**src/rtl/iq_upconverter_if.sv**
```systemverilog
// ----------------------------------------------------------------------------
// iq_upconverter_if
//   Sample bus between the TX baseband chain and the I/Q upconverter.
//   Ports (signals):
//     phase_inc   NCO tuning word, unsigned, sampled with in_valid
//     phase_load  synchronous clear of the NCO phase accumulator
//     i_in, q_in  signed baseband samples
//     in_valid    sample strobe, no backpressure
//     out_data    signed mixed output sample
//     out_valid   out_data strobe
//   Modports: master drives samples and receives the mixed output,
//             slave is the upconverter side.
// ----------------------------------------------------------------------------
interface iq_upconverter_if #(
    parameter int unsigned WIDTH       = 12,
    parameter int unsigned PHASE_WIDTH = 32
);
    logic [PHASE_WIDTH-1:0]   phase_inc;
    logic                     phase_load;
    logic signed [WIDTH-1:0]  i_in;
    logic signed [WIDTH-1:0]  q_in;
    logic                     in_valid;
    logic signed [WIDTH-1:0]  out_data;
    logic                     out_valid;

    modport master (
        output phase_inc, phase_load, i_in, q_in, in_valid,
        input  out_data, out_valid
    );

    modport slave (
        input  phase_inc, phase_load, i_in, q_in, in_valid,
        output out_data, out_valid
    );
endinterface

```
**src/rtl/iq_upconverter.sv**
```systemverilog
// ----------------------------------------------------------------------------
// iq_upconverter
//   Mixes baseband I/Q onto an NCO carrier: out = I*cos(ph) - Q*sin(ph).
//   NCO = phase accumulator + quarter-wave sine ROM. Fixed 4-clock latency
//   from in_valid to out_valid; gaps in in_valid reappear in out_valid.
//   Ports:
//     clock         rising-edge clock
//     clock_sreset  asynchronous reset, active-high
//     bus           iq_upconverter_if.slave (samples in, mixed sample out)
//   Build option:
//     IQ_UPCONV_SAT_EN  defined: output clamped to the signed WIDTH range,
//                       undefined: output wraps (low WIDTH bits kept).
// ----------------------------------------------------------------------------
module iq_upconverter #(
    parameter int unsigned WIDTH       = 12,
    parameter int unsigned PHASE_WIDTH = 32,
    parameter int unsigned LUT_AW      = 10
) (
    input  logic              clock,
    input  logic              clock_sreset,
    iq_upconverter_if.slave   bus
);
    localparam int unsigned QAW    = LUT_AW - 2;
    localparam int unsigned QN     = 1 << QAW;
    localparam int unsigned PW     = 2 * WIDTH;
    localparam int unsigned DW     = 2 * WIDTH + 1;
    localparam int          PEAK_I = (1 << (WIDTH - 1)) - 1;
    localparam logic signed [WIDTH-1:0] PEAK = WIDTH'(PEAK_I);
`ifdef IQ_UPCONV_SAT_EN
    localparam logic signed [DW-1:0] SAT_HI = DW'(PEAK_I);
    localparam logic signed [DW-1:0] SAT_LO = DW'(-PEAK_I - 1);
`endif

    // Quarter-wave sine table, built at elaboration: entry k = round(PEAK*sin(2*pi*k/2^LUT_AW))
    logic [WIDTH-1:0] rom [QN];
    for (genvar k = 0; k < QN; k++) begin : g_rom
        localparam real ANG = 2.0 * 3.14159265358979323846 * real'(k) / real'(1 << LUT_AW);
        localparam int  VAL = $rtoi(real'(PEAK_I) * $sin(ANG) + 0.5);
        assign rom[k] = WIDTH'(VAL);
    end

    // Full-circle sine from the quarter table; odd quadrants mirror, upper half negates.
    // The mirrored address for k=0 would be QN, outside the table: that is the exact peak.
    function automatic logic signed [WIDTH-1:0] sine_of(input logic [1:0] quad,
                                                          input logic [QAW-1:0] k);
        logic [QAW-1:0]          mk;
        logic signed [WIDTH-1:0] mag;
        mk = '0 - k;
        if (quad[0]) begin
            mag = (k == '0) ? PEAK : $signed(rom[mk]);
        end else begin
            mag = $signed(rom[k]);
        end
        return quad[1] ? -mag : mag;
    endfunction

    logic [PHASE_WIDTH-1:0]  acc_q,   acc_d;
    logic [3:0]              vld_q,   vld_d;
    logic signed [WIDTH-1:0] i1_q,    i1_d,   q1_q,   q1_d;
    logic [QAW-1:0]          k1_q,    k1_d;
    logic [1:0]              quad1_q, quad1_d;
    logic signed [WIDTH-1:0] i2_q,    i2_d,   q2_q,   q2_d;
    logic signed [WIDTH-1:0] sin2_q,  sin2_d, cos2_q, cos2_d;
    logic signed [PW-1:0]    pi3_q,   pi3_d,  pq3_q,  pq3_d;
    logic signed [WIDTH-1:0] out_q,   out_d;

    logic [PHASE_WIDTH-1:0]  phase_c;
    logic [LUT_AW-1:0]       idx_c;
    logic signed [DW-1:0]    diff_c;
`ifdef IQ_UPCONV_SAT_EN
    logic signed [DW-1:0]    shift_c;
`endif

    // Next-state logic for NCO and all pipeline stages
    always_comb begin
        acc_d   = acc_q;
        vld_d   = {vld_q[2:0], bus.in_valid};
        i1_d    = i1_q;
        q1_d    = q1_q;
        k1_d    = k1_q;
        quad1_d = quad1_q;
        i2_d    = i2_q;
        q2_d    = q2_q;
        sin2_d  = sin2_q;
        cos2_d  = cos2_q;
        pi3_d   = pi3_q;
        pq3_d   = pq3_q;
        out_d   = out_q;

        // A load coinciding with a sample makes that sample use phase 0
        phase_c = bus.phase_load ? '0 : acc_q;
        idx_c   = phase_c[PHASE_WIDTH-1 -: LUT_AW];

        if (bus.in_valid) begin
            acc_d = phase_c + bus.phase_inc;
        end else if (bus.phase_load) begin
            acc_d = '0;
        end

        // S1: capture samples and phase address
        if (bus.in_valid) begin
            i1_d    = bus.i_in;
            q1_d    = bus.q_in;
            k1_d    = idx_c[QAW-1:0];
            quad1_d = idx_c[LUT_AW-1 -: 2];
        end

        // S2: ROM read; cos is sin one quadrant ahead
        if (vld_q[0]) begin
            i2_d   = i1_q;
            q2_d   = q1_q;
            sin2_d = sine_of(quad1_q, k1_q);
            cos2_d = sine_of(quad1_q + 2'd1, k1_q);
        end

        // S3: products
        if (vld_q[1]) begin
            pi3_d = PW'(i2_q) * PW'(cos2_q);
            pq3_d = PW'(q2_q) * PW'(sin2_q);
        end

        // S4: difference, floor-shift back to sample scale, reduce
        diff_c = DW'(pi3_q) - DW'(pq3_q);
`ifdef IQ_UPCONV_SAT_EN
        shift_c = diff_c >>> (WIDTH - 1);
        if (shift_c > SAT_HI) begin
            shift_c = SAT_HI;
        end else if (shift_c < SAT_LO) begin
            shift_c = SAT_LO;
        end
        if (vld_q[2]) begin
            out_d = WIDTH'(shift_c);
        end
`else
        if (vld_q[2]) begin
            out_d = WIDTH'(diff_c >>> (WIDTH - 1));
        end
`endif
    end

    // State registers
    always_ff @(posedge clock or posedge clock_sreset) begin
        if (clock_sreset) begin
            acc_q   <= '0;
            vld_q   <= '0;
            i1_q    <= '0;
            q1_q    <= '0;
            k1_q    <= '0;
            quad1_q <= '0;
            i2_q    <= '0;
            q2_q    <= '0;
            sin2_q  <= '0;
            cos2_q  <= '0;
            pi3_q   <= '0;
            pq3_q   <= '0;
            out_q   <= '0;
        end else begin
            acc_q   <= acc_d;
            vld_q   <= vld_d;
            i1_q    <= i1_d;
            q1_q    <= q1_d;
            k1_q    <= k1_d;
            quad1_q <= quad1_d;
            i2_q    <= i2_d;
            q2_q    <= q2_d;
            sin2_q  <= sin2_d;
            cos2_q  <= cos2_d;
            pi3_q   <= pi3_d;
            pq3_q   <= pq3_d;
            out_q   <= out_d;
        end
    end

    assign bus.out_data  = out_q;
    assign bus.out_valid = vld_q[3];

endmodule

```
**src/flat_wrapper.sv**
```systemverilog
// flat-port wrapper written by rule: the top's interface ports become plain ports
module iq_upconverter_flat 
#(
    parameter int unsigned WIDTH       = 12,
    parameter int unsigned PHASE_WIDTH = 32,
    parameter int unsigned LUT_AW      = 10
)
  (clock, clock_sreset, bus_phase_inc, bus_phase_load, bus_i_in, bus_q_in, bus_in_valid, bus_out_data, bus_out_valid);
  iq_upconverter_if #(.WIDTH(WIDTH), .PHASE_WIDTH(PHASE_WIDTH)) bus_i ();
  input  logic clock;
  input  logic clock_sreset;
  input wire logic [$bits(bus_i.phase_inc)-1:0] bus_phase_inc;
  input wire logic [$bits(bus_i.phase_load)-1:0] bus_phase_load;
  input wire logic [$bits(bus_i.i_in)-1:0] bus_i_in;
  input wire logic [$bits(bus_i.q_in)-1:0] bus_q_in;
  input wire logic [$bits(bus_i.in_valid)-1:0] bus_in_valid;
  output wire logic [$bits(bus_i.out_data)-1:0] bus_out_data;
  output wire logic [$bits(bus_i.out_valid)-1:0] bus_out_valid;
  assign bus_i.phase_inc = bus_phase_inc;
  assign bus_i.phase_load = bus_phase_load;
  assign bus_i.i_in = bus_i_in;
  assign bus_i.q_in = bus_q_in;
  assign bus_i.in_valid = bus_in_valid;
  assign bus_out_data = bus_i.out_data;
  assign bus_out_valid = bus_i.out_valid;
  iq_upconverter #(.WIDTH(WIDTH), .PHASE_WIDTH(PHASE_WIDTH), .LUT_AW(LUT_AW)) u_core (.clock(clock), .clock_sreset(clock_sreset), .bus(bus_i));
endmodule
```
**config.mk**
```make
export PLATFORM = sky130hd
export DESIGN_NAME = iq_upconverter_flat
export DESIGN_NICKNAME = d
export VERILOG_FILES = /design/src/rtl/iq_upconverter_if.sv /design/src/rtl/iq_upconverter.sv /design/src/flat_wrapper.sv
export SDC_FILE = /design/constraint.sdc
export NUM_CORES = 2
export LEC_CHECK = 0
export ABC_AREA = 1
export BUFFER_PORTS_ARGS = -buffer_cell sky130_fd_sc_hd__buf_2
export CAP_MARGIN = 10
export CELL_PAD_IN_SITES_DETAIL_PLACEMENT = 0
export CELL_PAD_IN_SITES_GLOBAL_PLACEMENT = 1
export CORE_AREA = 3 3 229 231
export DETAILED_ROUTE_END_ITERATION = 10
export DIE_AREA = 0 0 232 234
export GPL_TIMING_DRIVEN = 0
export PLACE_DENSITY_LB_ADDON = 0.1
export SYNTH_ARGS = -nofsm -noshare
export SYNTH_HDL_FRONTEND = slang
export SYNTH_SLANG_ARGS = --single-unit
```
**constraint.sdc**
```tcl
create_clock -name clock -period 9.7 [get_ports clock]
set_input_delay 0.97 -clock clock [delete_from_list [all_inputs] [get_ports clock]]
set_output_delay 0.97 -clock clock [all_outputs]
set_load 0.01 [all_outputs]
```
Word-level counts from Yosys, hierarchy flattened
Memory sizes are Yosys's and may differ from the RTL's.
Cells that the tools add are included.
Storage, ports and cells
  logic and storage cells: 41
  output and inout bits: 13
  input port bits: 60
  flip-flop bits (word level): 176
  bits in read-only memories: 6144
  memories: 2
Operators by class
  bitwise operators: 2
  reduce and logical (&&, ||, !) cells: 1
  $lt $le $gt $ge: 2
  mux-type cells: 13
  add/subtract/negate cells: 6
  multipliers: 2
Memories
  (no name shown): depth 256, width 12, read ports 1, clocked after memory_dff 0, wr ports 0, line iq_upconverter.sv:52  | mag = $signed(rom[k]);
  (no name shown): depth 256, width 12, read ports 1, clocked after memory_dff 0, wr ports 0, line iq_upconverter.sv:50  | mag = (k == '0) ? PEAK : $signed(rom[mk]);
Operators with widths (number)
  $mux 12: 11
  $mux 32: 2
  $mul 12x12->23: 2
  $add 32x32->32: 1
  $neg 12->12: 2
  $sub 23x23->23: 1
  $ge 9x9->1 const B: 2
  $not 8->9: 2
  $logic_not 8->1: 1
  $sub 1x8->8 const A: 1
  $add 2x1->2 const B: 1

Longest topological paths before layout
  depth in word-level cells: 10
  gate-level depth with buffers: 30

Worst setup path before layout
Ideal clock, no wire load.
  path type: register -> register
  start: reg u_core.q2_q[11]
  end: reg u_core.pq3_q[17]
  library setup time: 0.082 ns
  clock period less this slack: 5.134 ns
  arrival: 5.052 ns
  cell stages (with the launch flop): 27
  path slack: 4.566 ns
  data required time: 9.618 ns
  buffers on the path: 1
  cell sequence: dfrtp_1 -> buf_1 -> nand2_1 -> inv_1 -> fa_1 -> inv_1 -> fa_1 -> fa_1 -> inv_1 -> fa_1 -> inv_1 -> fa_1 -> inv_1 -> ha_1 -> nand2_1 -> o21a_1 -> o21ai_0 -> a21oi_1 -> o21bai_1 -> nand2_1 -> inv_1 -> or2_2 -> nand2_1 -> nand2_1 -> inv_1 -> or2_2 -> a31oi_1
On the way
  longest elaborated chain between the ends: 1
RTL lines
  from (decl): line iq_upconverter.sv:62  | logic signed [WIDTH-1:0] i2_q, i2_d, q2_q, q2_d;
  from (signal assigned): line iq_upconverter.sv:165  | q2_q <= q2_d;
  $mul 12x12->23: line iq_upconverter.sv:119  | pq3_d = PW'(q2_q) * PW'(sin2_q);
  to (signal assigned): line iq_upconverter.sv:169  | pq3_q <= pq3_d;
  to (decl): line iq_upconverter.sv:64  | logic signed [PW-1:0] pi3_q, pi3_d, pq3_q, pq3_d;
No other way between the ends.
A chain may end at the register's enable or synchronous reset.

Worst setup path after layout
  start: reg u_core.k1_q[1]
  end: reg u_core.sin2_q[10]
On the way
  longest elaborated chain between the ends: 10
RTL lines
  from (decl): line iq_upconverter.sv:60  | logic [QAW-1:0] k1_q, k1_d;
  from (signal assigned): line iq_upconverter.sv:162  | k1_q <= k1_d;
  $sub 1x8->8: line iq_upconverter.sv:48  | mk = '0 - k;
  $not 8->9 (not written as such): line iq_upconverter.sv:50
  $mem_v2 256x12
  $mux 12 (3 in series)
  $mux 12 (*): line iq_upconverter.sv:49  | if (quad[0]) begin
  $mux 12 (*): line iq_upconverter.sv:109  | if (vld_q[0]) begin
  $neg 12->12: line iq_upconverter.sv:54  | return quad[1] ? -mag : mag;
  $mux 12 (*): line iq_upconverter.sv:54
  to (signal assigned): line iq_upconverter.sv:166  | sin2_q <= sin2_d;
  to (decl): line iq_upconverter.sv:63  | logic signed [WIDTH-1:0] sin2_q, sin2_d, cos2_q, cos2_d;
Mark *: on every way between the ends. The rest lies on a longest branch, timed or not. The select of a mux whose other input is x is not followed.

==> results.json <==
{
  "synth.largest_area_cell": "sky130_fd_sc_hd__fa_1",
  "syn_avg_cell_area_um2": 6.84,
  "timing.final.crit_share": 0.620,
  "cpMaxStageDelayCell": "sky130_fd_sc_hd__clkinv_1",
  "global_route.overflow_total": 0,
  "cts-root-buf": "sky130_fd_sc_hd__clkbuf_16",
  "grt_setup_unrepaired": "false",
  "ys_seq_area_frac": 0.172,
  "synth_top_area_share": 0.211,
  "gp_routability_congestion": 1.01,
  "synth_area_leaders": "sky130_fd_sc_hd__fa_1 21%, sky130_fd_sc_hd__nand2_1 18%, sky130_fd_sc_hd__dfrtp_1 17%",
  "cp_slowest_stage_delay_ns": 0.71,
  "start_util": 0.511,
  "num_antenna_cells": 0,
  "worst_skew_pair.late_latency_ns": 0.46,
  "run_status": "completed",
  "worst_pin_slew_ns": 0.865,
  "dr.first_iter.drc_count": 2294,
  "grt_pass1_vias": 25318,
  "report.final.setup_viol": 0,
  "clock.fmax_mhz": 166,
  "num-fill-cells": 4981,
  "die_area_um2": 54300,
  "tritoncts": "done",
  "min_delay_path_depth": 0,
  "yosysUniqueCellTypes": 53,
  "syn-cell-area_um2": 25700,
  "reg2regPathDepth": 29,
  "path_common_cell": "sky130_fd_sc_hd__nand2_1",
  "drt_pass1_iterations": 8,
  "routed-via-count": 25278,
  "clk_transition_reported_paths_ns": 0.08,
  "ctsLongestPathBuffers": 2,
  "multi_input_area_um2": 18100,
  "grt_util_all_layers": 0.329,
  "post_cts_resized": 0,
  "i_o_buffers": 71,
  "maxSlewHeadroom": 0.424,
  "yosys_register_bits": 176,
  "worst-setup-path-type": "reg2reg",
  "syn_to_final_growth_pct": 7.24,
  "mappedNetlistNets": 4271,
  "die_width_um": 232,
  "antenna_found_initial": 0,
  "nature_of_the_critical_path_endpoint": "register",
  "hold_violations": 0,
  "row_count": 82,
  "post-cts-setup-buffer-count": 0,
  "postCtsHoldBufs": 0,
  "worstPathMaxFanout": 15,
  "drt_drc_violations_left": 0,
  "place.detailed.hpwl_mm": 71.1,
  "type_of_origin_of_the_critical_path": "register",
  "wl_per_cell_um": 19.5,
  "maxSlewViolCount": 0,
  "h-tree-depth": 4,
  "synthCells": 3754,
  "min-delay-path-class": "reg2reg",
  "coreArea_um2": 50300,
  "cts_made_buffers": 17,
  "grt_max_degree": 132,
  "ff_latch_area_um2": 4400,
  "final_layout_size_suffix_gt1_frac": 0.0565,
  "grt_first_pass_wirelength_mm": 139,
  "yosysWarningCount": 0,
  "totalWireLength_mm": 88.3,
  "clock-sinks": 176,
  "setup-tns-final_ns": 0,
  "worst-endpoint-arrival_ns": 6.36,
  "fin_skew_ns": 0.0143,
  "drtAntennaViolNets": 0,
  "via_per_inst": 5.58,
  "critPathRequiredTime_ns": 10.05,
  "cap_violations": 0,
  "io-pin-count": 73,
  "layout.nets": 4362,
  "fp.dieH_um": 234,
  "period_minus_slack_ns": 6.01
}
## flip-flops by register name, summed over array words and instances, names as in the netlist
name,count
u_core.q2_q,12
u_core.sin2_q,12
u_core.quad1_q,2
u_core.q1_q,12
u_core.pq3_q,23
u_core.bus.out_data,12
u_core.i1_q,12
u_core.k1_q,8
u_core.pi3_q,23
u_core.acc_q,32
u_core.vld_q,4
u_core.cos2_q,12
u_core.i2_q,12
## cell usage in the layout (no fill, tap or decap), drive strengths merged, types with 5 or more instances in the layout
| cell type | count |
|---|---|
| o21bai | 8 |
| buf | 128 |
| a31oi | 28 |
| nand2 | 1243 |
| o211ai | 26 |
| nand3 | 246 |
| a21oi | 144 |
| inv | 667 |
| xor2 | 25 |
| or2 | 28 |
| xnor2 | 29 |
| o22ai | 8 |
| nor3 | 12 |
| nor2 | 206 |
| nor4 | 6 |
| o2111ai | 5 |
| o31ai | 9 |
| o21ai | 209 |
| fa | 271 |
| nand4 | 26 |
| dfrtp | 176 |
| clkbuf | 120 |
| ha | 186 |
| clkinv | 12 |
| nand3b | 5 |
## synth_stat cells, drive strengths merged
library cell and n:
nor3 12, o2111ai 5, o31ai 9, clkinv 5, o21bai 8, or2 28, fa 271, o21a 4
o22ai 8, a31oi 28, a22oi 2, a21oi 144, nand4 26, xnor2 29, nand3 246, clkbuf 103
a21boi 4, ha 186, o221ai 2, o2bb2ai 1, buf 56, a221oi 3, nor3b 1, nand2 1243
a32o 1, nor4 6, o221a 1, inv 663, a211oi 4, nand3b 5, dfrtp 176, o211ai 26
a31o 1, xor2 25, o311ai 3, o21ai 209, a21o 4, nor2 206
## layout make-up
type                            instances  share of cell area
Buffer                                159              0.0253
Inverter                              668              0.0915
Clock inverter                         14             0.00732
Tap cell                              672              0.0305
Clock buffer                           17              0.0155
Multi-Input combinational cell       2751               0.656
Sequential cell                       176               0.160
Timing Repair Buffer                   72              0.0139
## cell families after synthesis
logic type	count (synthesis)	share of synthesized area
adders and majority gates	457	0.302
DFF	176	0.172
AOI/OAI and AO/OA	467	0.102
xor gates and xnor gates	54	0.0184
and+or+nand+nor	1773	0.281
buffers and inverters	827	0.125
## worst max-delay path, delay by kind of cell, from the launching register on
family	cells	cell delay (ns)
buffers and inverters	7	2.18
AO/OA/AOI/OAI	1	0.19
AND/OR/NAND/NOR	17	1.53
adder cells (fa/ha/maj)	4	1.40
flip-flops	1	0.59
## through the flow
stage | utilization | setup WS [ns] | hold slack [ns] | cell area [µm²] | std cells
floorplan | - | 3.96 | 0.370 | 25700 | 3754
global placement | 0.534 | 1.93 | 0.387 | 26900 | 4497
detailed placement | 0.535 | 3.73 | 0.383 | 26900 | 4498
CTS | 0.547 | 3.72 | 0.401 | 27500 | 4529
global route | 0.547 | 3.39 | 0.425 | 27500 | 4529
finish | 0.547 | 3.69 | 0.405 | 27500 | 4529
## final timing paths
path	startpoint	endpoint	slack, ns
max	u_core.k1_q[1]$_DFFE_PP0P_	u_core.sin2_q[10]$_DFFE_PP0P_	3.69
min	u_core.vld_q[2]$_DFF_PP0_	u_core.vld_q[3]$_DFF_PP0_	0.40
max reg2reg	u_core.k1_q[1]$_DFFE_PP0P_	u_core.sin2_q[10]$_DFFE_PP0P_	3.69
min reg2reg	u_core.vld_q[2]$_DFF_PP0_	u_core.vld_q[3]$_DFF_PP0_	0.40
max in group asynchronous	clock_sreset	u_core.q2_q[7]$_DFFE_PP0P_	8.21
min in group asynchronous	clock_sreset	u_core.i1_q[6]$_DFFE_PP0P_	0.51
## per-layer routing
| metal | track usage | wire (µm) |
|---|---|---|
| met5 | 0 | 0 |
| met4 | 0.128 | 3810 |
| met1 | 0.438 | 37000 |
| met2 | 0.546 | 41200 |
| met3 | 0.0477 | 6320 |
Power is left out: the tool's default activity adds up to more than one toggle a clock period on the data nets, which glitch-free logic cannot reach.
